**config.mk**
```make
export PLATFORM = sky130hd
export DESIGN_NAME = rdma_tx_pkt_mux_flat
export DESIGN_NICKNAME = d
export VERILOG_FILES = /design/src/rtl/rdma_tx_pkt_mux_if.sv /design/src/rtl/rdma_tx_pkt_mux.sv /design/src/flat_wrapper.sv
export SDC_FILE = /design/constraint.sdc
export NUM_CORES = 2
export LEC_CHECK = 0
export CORE_AREA = 10 10 698 700
export DETAILED_ROUTE_END_ITERATION = 10
export DIE_AREA = 0 0 708 710
export MAX_ROUTING_LAYER = met4
export PLACE_DENSITY = 0.3
export SYNTH_ARGS = -nofsm -noshare
export SYNTH_HDL_FRONTEND = slang
export SYNTH_SLANG_ARGS = --single-unit
```
**constraint.sdc**
```tcl
create_clock -name core_clk -period 2.92 [get_ports core_clk]
set_input_delay 0.584 -clock core_clk [delete_from_list [all_inputs] [get_ports core_clk]]
set_output_delay 0.584 -clock core_clk [all_outputs]
set_load 0.02 [all_outputs]
```
**src/rtl/rdma_tx_pkt_mux_if.sv**
```systemverilog
// ---------------------------------------------------------------------------
// rdma_tx_pkt_mux_if : AXI4-Stream bundle used by the RDMA TX packet mux.
// Rev 1.0
// ---------------------------------------------------------------------------
`default_nettype none

interface rdma_tx_pkt_mux_if #(
  parameter int DATA_W = 512
);
  logic [DATA_W-1:0]   tdata;
  logic [DATA_W/8-1:0] tkeep;
  logic                tlast;
  logic                tuser;
  logic                tvalid;
  logic                tready;

  modport master (output tdata, tkeep, tlast, tuser, tvalid, input tready);
  modport slave  (input tdata, tkeep, tlast, tuser, tvalid, output tready);
endinterface

`default_nettype wire

```
**src/rtl/rdma_tx_pkt_mux.sv**
```systemverilog
// ---------------------------------------------------------------------------
// rdma_tx_pkt_mux : packet-atomic merge of XRNIC (RoCE) and DMA TX streams
//                   into one registered stream; optional RDMA_TX_STRICT_PRIO_EN.
// Rev 1.0
// ---------------------------------------------------------------------------
`default_nettype none

module rdma_tx_pkt_mux #(
  parameter int DATA_W = 512,
  parameter int CNT_W  = 32
) (
  input  logic                  core_clk,
  input  logic                  core_rst,
  rdma_tx_pkt_mux_if.slave      xrnic_s_axis,
  rdma_tx_pkt_mux_if.slave      dma_s_axis,
  rdma_tx_pkt_mux_if.master     m_axis,
  output logic [CNT_W-1:0]      xrnic_pkt_cnt,
  output logic [CNT_W-1:0]      dma_pkt_cnt
);

  localparam logic [1:0] c_ST_IDLE  = 2'd0;
  localparam logic [1:0] c_ST_XRNIC = 2'd1;
  localparam logic [1:0] c_ST_DMA   = 2'd2;

  logic [1:0]          r_state;
  logic [DATA_W-1:0]   r_tdata;
  logic [DATA_W/8-1:0] r_tkeep;
  logic                r_tlast;
  logic                r_tuser;
  logic                r_tvalid;
  logic [CNT_W-1:0]    r_xrnic_cnt;
  logic [CNT_W-1:0]    r_dma_cnt;

  logic w_slot_free;
  logic w_pick_x;
  logic w_sel_x;
  logic w_sel_d;
  logic w_acc_x;
  logic w_acc_d;
  logic w_acc;
  logic w_acc_last;

`ifdef RDMA_TX_STRICT_PRIO_EN
  assign w_pick_x = 1'b1;
`else
  // High after a DMA packet completes, so XRNIC wins the next contention.
  logic r_last_grant_dma;

  always_ff @(posedge core_clk) begin
    if (core_rst) begin
      r_last_grant_dma <= 1'b1;
    end else if (w_acc_last) begin
      r_last_grant_dma <= w_acc_d;
    end
  end

  assign w_pick_x = r_last_grant_dma;
`endif

  assign w_slot_free = !r_tvalid || m_axis.tready;

  always_comb begin
    w_sel_x = 1'b0;
    w_sel_d = 1'b0;
    case (r_state)
      c_ST_XRNIC: w_sel_x = 1'b1;
      c_ST_DMA:   w_sel_d = 1'b1;
      default: begin
        if (xrnic_s_axis.tvalid && dma_s_axis.tvalid) begin
          w_sel_x = w_pick_x;
          w_sel_d = !w_pick_x;
        end else begin
          w_sel_x = xrnic_s_axis.tvalid;
          w_sel_d = dma_s_axis.tvalid;
        end
      end
    endcase
  end

  assign xrnic_s_axis.tready = w_sel_x && w_slot_free && !core_rst;
  assign dma_s_axis.tready   = w_sel_d && w_slot_free && !core_rst;

  assign w_acc_x    = xrnic_s_axis.tvalid && xrnic_s_axis.tready;
  assign w_acc_d    = dma_s_axis.tvalid && dma_s_axis.tready;
  assign w_acc      = w_acc_x || w_acc_d;
  assign w_acc_last = w_acc_d ? dma_s_axis.tlast : (w_acc_x && xrnic_s_axis.tlast);

  always_ff @(posedge core_clk) begin
    if (core_rst) begin
      r_state     <= c_ST_IDLE;
      r_tdata     <= '0;
      r_tkeep     <= '0;
      r_tlast     <= 1'b0;
      r_tuser     <= 1'b0;
      r_tvalid    <= 1'b0;
      r_xrnic_cnt <= '0;
      r_dma_cnt   <= '0;
    end else if (w_acc) begin
      r_tvalid <= 1'b1;
      r_tdata  <= w_acc_d ? dma_s_axis.tdata : xrnic_s_axis.tdata;
      r_tkeep  <= w_acc_d ? dma_s_axis.tkeep : xrnic_s_axis.tkeep;
      r_tuser  <= w_acc_d ? dma_s_axis.tuser : xrnic_s_axis.tuser;
      r_tlast  <= w_acc_last;
      if (w_acc_last) begin
        r_state <= c_ST_IDLE;
        if (w_acc_d) begin
          r_dma_cnt <= r_dma_cnt + 1'b1;
        end else begin
          r_xrnic_cnt <= r_xrnic_cnt + 1'b1;
        end
      end else begin
        r_state <= w_acc_d ? c_ST_DMA : c_ST_XRNIC;
      end
    end else if (w_slot_free) begin
      // Locked source bubbles drain here without releasing the lock.
      r_tvalid <= 1'b0;
    end
  end

  assign m_axis.tdata   = r_tdata;
  assign m_axis.tkeep   = r_tkeep;
  assign m_axis.tlast   = r_tlast;
  assign m_axis.tuser   = r_tuser;
  assign m_axis.tvalid  = r_tvalid;
  assign xrnic_pkt_cnt  = r_xrnic_cnt;
  assign dma_pkt_cnt    = r_dma_cnt;

endmodule

`default_nettype wire

```
**src/flat_wrapper.sv**
```systemverilog
// flat-port wrapper written by rule: the top's interface ports become plain ports
module rdma_tx_pkt_mux_flat 
#(
  parameter int DATA_W = 512,
  parameter int CNT_W  = 32
)
  (core_clk, core_rst, xrnic_pkt_cnt, dma_pkt_cnt, xrnic_s_axis_tdata, xrnic_s_axis_tkeep, xrnic_s_axis_tlast, xrnic_s_axis_tuser, xrnic_s_axis_tvalid, xrnic_s_axis_tready, dma_s_axis_tdata, dma_s_axis_tkeep, dma_s_axis_tlast, dma_s_axis_tuser, dma_s_axis_tvalid, dma_s_axis_tready, m_axis_tdata, m_axis_tkeep, m_axis_tlast, m_axis_tuser, m_axis_tvalid, m_axis_tready);
  rdma_tx_pkt_mux_if #(.DATA_W(DATA_W)) xrnic_s_axis_i ();
  rdma_tx_pkt_mux_if #(.DATA_W(DATA_W)) dma_s_axis_i ();
  rdma_tx_pkt_mux_if #(.DATA_W(DATA_W)) m_axis_i ();
  input  logic core_clk;
  input  logic core_rst;
  output logic [CNT_W-1:0] xrnic_pkt_cnt;
  output logic [CNT_W-1:0] dma_pkt_cnt;
  input wire logic [$bits(xrnic_s_axis_i.tdata)-1:0] xrnic_s_axis_tdata;
  input wire logic [$bits(xrnic_s_axis_i.tkeep)-1:0] xrnic_s_axis_tkeep;
  input wire logic [$bits(xrnic_s_axis_i.tlast)-1:0] xrnic_s_axis_tlast;
  input wire logic [$bits(xrnic_s_axis_i.tuser)-1:0] xrnic_s_axis_tuser;
  input wire logic [$bits(xrnic_s_axis_i.tvalid)-1:0] xrnic_s_axis_tvalid;
  output wire logic [$bits(xrnic_s_axis_i.tready)-1:0] xrnic_s_axis_tready;
  input wire logic [$bits(dma_s_axis_i.tdata)-1:0] dma_s_axis_tdata;
  input wire logic [$bits(dma_s_axis_i.tkeep)-1:0] dma_s_axis_tkeep;
  input wire logic [$bits(dma_s_axis_i.tlast)-1:0] dma_s_axis_tlast;
  input wire logic [$bits(dma_s_axis_i.tuser)-1:0] dma_s_axis_tuser;
  input wire logic [$bits(dma_s_axis_i.tvalid)-1:0] dma_s_axis_tvalid;
  output wire logic [$bits(dma_s_axis_i.tready)-1:0] dma_s_axis_tready;
  output wire logic [$bits(m_axis_i.tdata)-1:0] m_axis_tdata;
  output wire logic [$bits(m_axis_i.tkeep)-1:0] m_axis_tkeep;
  output wire logic [$bits(m_axis_i.tlast)-1:0] m_axis_tlast;
  output wire logic [$bits(m_axis_i.tuser)-1:0] m_axis_tuser;
  output wire logic [$bits(m_axis_i.tvalid)-1:0] m_axis_tvalid;
  input wire logic [$bits(m_axis_i.tready)-1:0] m_axis_tready;
  assign xrnic_s_axis_i.tdata = xrnic_s_axis_tdata;
  assign xrnic_s_axis_i.tkeep = xrnic_s_axis_tkeep;
  assign xrnic_s_axis_i.tlast = xrnic_s_axis_tlast;
  assign xrnic_s_axis_i.tuser = xrnic_s_axis_tuser;
  assign xrnic_s_axis_i.tvalid = xrnic_s_axis_tvalid;
  assign xrnic_s_axis_tready = xrnic_s_axis_i.tready;
  assign dma_s_axis_i.tdata = dma_s_axis_tdata;
  assign dma_s_axis_i.tkeep = dma_s_axis_tkeep;
  assign dma_s_axis_i.tlast = dma_s_axis_tlast;
  assign dma_s_axis_i.tuser = dma_s_axis_tuser;
  assign dma_s_axis_i.tvalid = dma_s_axis_tvalid;
  assign dma_s_axis_tready = dma_s_axis_i.tready;
  assign m_axis_tdata = m_axis_i.tdata;
  assign m_axis_tkeep = m_axis_i.tkeep;
  assign m_axis_tlast = m_axis_i.tlast;
  assign m_axis_tuser = m_axis_i.tuser;
  assign m_axis_tvalid = m_axis_i.tvalid;
  assign m_axis_i.tready = m_axis_tready;
  rdma_tx_pkt_mux #(.DATA_W(DATA_W), .CNT_W(CNT_W)) u_core (.core_clk(core_clk), .core_rst(core_rst), .xrnic_s_axis(xrnic_s_axis_i), .dma_s_axis(dma_s_axis_i), .m_axis(m_axis_i), .xrnic_pkt_cnt(xrnic_pkt_cnt), .dma_pkt_cnt(dma_pkt_cnt));
endmodule
```
== After elaboration in Yosys (flattened, before gate mapping) ==
Index checks and enable logic that the tools add are counted.

* Reduce and logical (&&, ||, !) cells: 16
* $add $sub $neg: 2
* Bitwise gates (word level): 1
* Eq/ne operators: 2
* Multiplexer cells: 12

{| class="wikitable"
|+ Operators with widths
! kind !! count
|-
| $mux W512 || 1
|-
| $add A32 B1 Y32 const B || 2
|-
| $mux W64 || 1
|-
| $logic_and A1 B1 Y1 || 8
|-
| $mux W1 || 6
|-
| $reduce_and A3 Y1 || 2
|-
| $mux W2 || 2
|-
| $pmux W1 S2 || 2
|-
| $logic_not A1 Y1 || 3
|-
| $eq A2 B1 Y1 const B || 1
|-
| $eq A2 B2 Y1 const B || 1
|-
| $logic_or A1 B1 Y1 || 2
|-
| $reduce_bool A2 Y1 || 1
|-
| $not A1 Y1 || 1
|}

* Input port bits: 1161
* Output and inout bits: 645
* Word-level logic and storage cells: 42
* Register bits after elaboration: 646

== Logic depth before layout (Yosys ltp) ==
* Depth in word-level cells: 9
* Depth in mapped cells: 11
* Depth with buffers taken out: 7

== Least setup slack after synthesis ==
OpenSTA, ideal clock, no wires.

* Path kind: input -> output
* Start: input core_rst
* End: output xrnic_s_axis_tready
* Cell stages on the path: 4
* Path slack: 659 ps
* Path buffers: 3
* Arrival time: 1677 ps
* Required time: 2336 ps
* Cells stage by stage: clkbuf_1 -> clkbuf_1 -> clkbuf_1 -> nor3_1

* Longest elaborated chain between the ends: 2

{| class="wikitable"
|+ Ends and longest elaborated chain
! item !! line !! RTL
|-
| from (decl) || flat_wrapper.sv:12 || <nowiki>input logic core_rst;</nowiki>
|-
| $logic_not A1 Y1 || rdma_tx_pkt_mux.sv:80 || <nowiki>assign xrnic_s_axis.tready = w_sel_x && w_slot_free && !core_rst;</nowiki>
|-
| $logic_and A1 B1 Y1 || rdma_tx_pkt_mux.sv:80 ||
|-
| to (decl) || flat_wrapper.sv:20 || <nowiki>output wire logic [$bits(xrnic_s_axis_i.tready)-1:0] xrnic_s_axis_tready;</nowiki>
|}

Every way passes these cells.

== Final worst setup path ==
* Start: register u_core.r_state[0]
* End: output dma_s_axis_tready

* Longest elaborated chain between the ends: 4
* Elaborated cells between the ends (all ways): 5
* Classes of those cells: eq/ne: 2; mux: 1; reduce/logical: 2

{| class="wikitable"
|+ Ends and longest elaborated chain
! item !! line !! RTL
|-
| from (decl) || rdma_tx_pkt_mux.sv:25 || <nowiki>logic [1:0] r_state;</nowiki>
|-
| from (signal assigned) || rdma_tx_pkt_mux.sv:90 || <nowiki>r_state <= c_ST_IDLE;</nowiki>
|-
| from (signal assigned) || rdma_tx_pkt_mux.sv:105 || <nowiki>r_state <= c_ST_IDLE;</nowiki>
|-
| from (signal assigned) || rdma_tx_pkt_mux.sv:112 || <nowiki>r_state <= w_acc_d ? c_ST_DMA : c_ST_XRNIC;</nowiki>
|-
| $eq A2 B2 Y1 / $eq A2 B1 Y1 (equally long branches) || rdma_tx_pkt_mux.sv:65 || <nowiki>case (r_state)</nowiki>
|-
| $pmux W1 S2 * || rdma_tx_pkt_mux.sv:65 ||
|-
| $logic_and A1 B1 Y1 * (2 in a row) || rdma_tx_pkt_mux.sv:81 || <nowiki>assign dma_s_axis.tready = w_sel_d && w_slot_free && !core_rst;</nowiki>
|-
| to (decl) || flat_wrapper.sv:26 || <nowiki>output wire logic [$bits(dma_s_axis_i.tready)-1:0] dma_s_axis_tready;</nowiki>
|}

Every way passes the cells marked *; elsewhere a longest branch is shown, timed or not.

==> metrics.txt <==
Post-Syn Nets 4,785; Die Footprint 503,000 µm²; max-slew violation count 0; maximum number of pins on one net before global-route repair 138; ranking of synthesized cells by area dfxtp_1 46%, a311oi_1 18%, nand2_1 16%, nor2_1 8.1%, clkbuf_1 2.9%; worst hold margin 312 ps; total power 32.5 mW; via density per instance 3.13; count of state elements after synthesis 646; relative max-transition margin 0.328; fraction of the core area covered by cells at the end of the flow 0.125; wire length of the first global-routing pass 450,000 µm; largest area contributor in the netlist dfxtp_1; outcome finished with violations; Final setup violation count 1; antenna violations before repair 313; Layout Nets 6,631; shortest clock period the worst path allows after layout 2920 ps; half-perimeter wire length after detailed placement 320,000 µm; Period Utilization, post-route 1.00; Mean Syn Cell Area 7.71 µm²; RSZ-0062 raised after global routing yes; clock-pin slew reported for the worst setup and hold paths after clock tree synthesis 60 ps; DRC 0; number of unique standard cell types used by synthesis 47; total grt overflow 0; Max Cap Violations 0; Clock Root Buffer clkbuf_16; number of instances in the synthesized netlist 3,620; Most used DFF post-synth dfxtp_1; Clock Tree Buf Depth 4; worst path setup slack after routing -3.75 ps; source-to-sink clock delay at the later pin of the worst-skew pair 860 ps; count of standard-cell rows 253; height of the chip 710 µm; Layout area overhead 112%; total number of vias 37,500; Critical Path AT 2340 ps; number of flops mapped to enable cells by yosys 0; initial drt markers 2,761; Starting Density 0.0590; TritonCTS sink count 646; Std-Cell Core Area 473,000 µm²; number of warnings issued by yosys 0; gp weighted congestion 0.983; most frequent cells in the layout 1,774 x clkdlybuf4s50_1, 1,182 x nand2_1, 644 x dfxtp_1, 602 x nor2_1, 578 x a311oi_1; critical path endpoint category output port; width of the die 708 µm; Final Hold Vio Count 0; Synth Cell Area 27,900 µm²; areal power density over the cells 549 nW/µm²; number of global-route vias before repair 37,200; sum of negative setup slack -3.75 ps; final worst clock skew 87.1 ps; most frequent standard cell in the layout excluding fill and tap cells clkdlybuf4s50_1; DRT antenna net count 0; number of primary I/O pins 1,806; Critical Path RT 2340 ps; peak supply drop 0.000393 V; total of buffers placed on input and output ports 1,805; sequential-to-total area share from yosys stat 0.463; category of the critical setup timing path flip-flop to output port; proportion of synthesized flip-flops having asynchronous set or reset 0; critical path peak fanout 2; Slew @ Worst Pin 1010 ps; fraction of final layout cells sized beyond drive strength 1 0.0891; H-Tree Level Count 3; drt wl/cell 30.5 µm; total global routing track utilization 0.141; Pre-antenna DRT Iters 5; TritonCTS clock tree done; routed wire length 366,000 µm; max frequency 342 MHz; worst hold-check path type primary input to flip-flop; static leakage 19.1 nW; critical path launch point type flip-flop; Synth top area share 0.463; number of buffers created by CTS 102; violated checks negative setup slack
-- where the power goes --
part	leakage (nW)	internal, mW	switching, mW
combinational	12.2	4.04	5.05
clock	1.67	7.74	5.35
sequential	5.30	9.73	0.587
total	19.1	21.5	11.0
-- final timing paths --
path / start / to / slack [ps] / depth (start not counted)
max reg2reg: u_core.r_state[0] / u_core.m_axis.tdata[243] / 120 / 10
min: xrnic_s_axis_tdata[510] / u_core.m_axis.tdata[510] / 310 / 3
max: u_core.r_state[0] / dma_s_axis_tready / -4 / 7
min reg2reg: u_core.m_axis.tdata[147] / u_core.m_axis.tdata[147] / 480 / 2
-- through the flow --
stage / setup WS, ps / cells / instance area [µm²]
after floorplan: 659 / 3620 / 27900
after global placement: -407 / 11600 / 55300
after detailed placement: -394 / 11600 / 55300
after CTS: -252 / 11800 / 58800
after global routing: -200 / 12000 / 59200
final: -3.75 / 12000 / 59200
-- synthesized netlist by cell type, drive strengths merged, types with 4 or more instances --
cell type / n
o21ai: 18
nor3: 6
nor2: 603
nand4: 24
xor2: 7
a311oi: 578
inv: 16
o311ai: 6
xnor2: 6
o41ai: 7
a21oi: 45
and4: 7
nand3: 18
o31ai: 23
buf: 127
or4: 23
or3: 15
clkbuf: 217
nor2b: 4
nand2: 1184
and2: 4
and3: 5
ha: 4
nor4: 9
dfxtp: 646
-- metal layers --
layer | wire (µm) | GRT usage | vias up
li1 | - | - | 16800
met1 | 144000 | 0.157 | 18300
met2 | 178000 | 0.241 | 1934
met3 | 35100 | 0.0574 | 487
met4 | 8530 | 0.0237 | 0
met5 | 0 | - | -
-- kinds of logic (layout without fill, tap and decap cells) --
kind of cell	after synthesis	in the layout	share of synthesized area
AND/OR/NAND/NOR	1909	1909	0.271
adder cells (fa/ha/maj)	4	4	0.00179
other	0	183	0
XOR/XNOR	13	13	0.00408
flip-flops	646	646	0.463
buffers and inverters	360	2282	0.0536
AO/OA/AOI/OAI	686	686	0.206
multiplexers	2	2	0.000806
-- worst max-delay path, cell delays in order (launching register included) --
cell and delay (ps):
dfxtp_2 330, inv_2 50, ha_4 260, nor2_2 40, or3_4 340, a21oi_4 190, buf_6 130, buf_12 130
-- flip-flops by register name, summed over array words and instances, names as in the netlist --
| signal | cells |
|---|---|
| u_core.m_axis.tdata | 512 |
| u_core.xrnic_pkt_cnt | 32 |
| u_core.m_axis.tuser | 1 |
| u_core.m_axis.tlast | 1 |
| u_core.r_last_grant_dma | 1 |
| u_core.dma_pkt_cnt | 32 |
| u_core.m_axis.tkeep | 64 |
| u_core.m_axis.tvalid | 1 |
| u_core.r_state | 2 |
-- final cells by class --
| class | instances | area [µm²] |
|---|---|---|
| timing repair buffer | 2086 | 21000 |
| multi-input combinational | 2614 | 13600 |
| tap | 6247 | 7820 |
| antenna | 183 | 458 |
| clock inverter | 27 | 320 |
| fill | 54100 | 414000 |
| sequential | 646 | 12900 |
| clock buffer | 153 | 3080 |
| inverter | 16 | 60.1 |
-- repair_timing --
action / in CTS / in global routing
setup endpoints to repair: 8 / 2
gates resized for setup: 15 / 1
pin swaps: 3 / 3
hold endpoints to repair: 7 / 0
buffers inserted: 4 / 1
hold buffers: 1 / 0
Power figures use the tool's default switching activity.
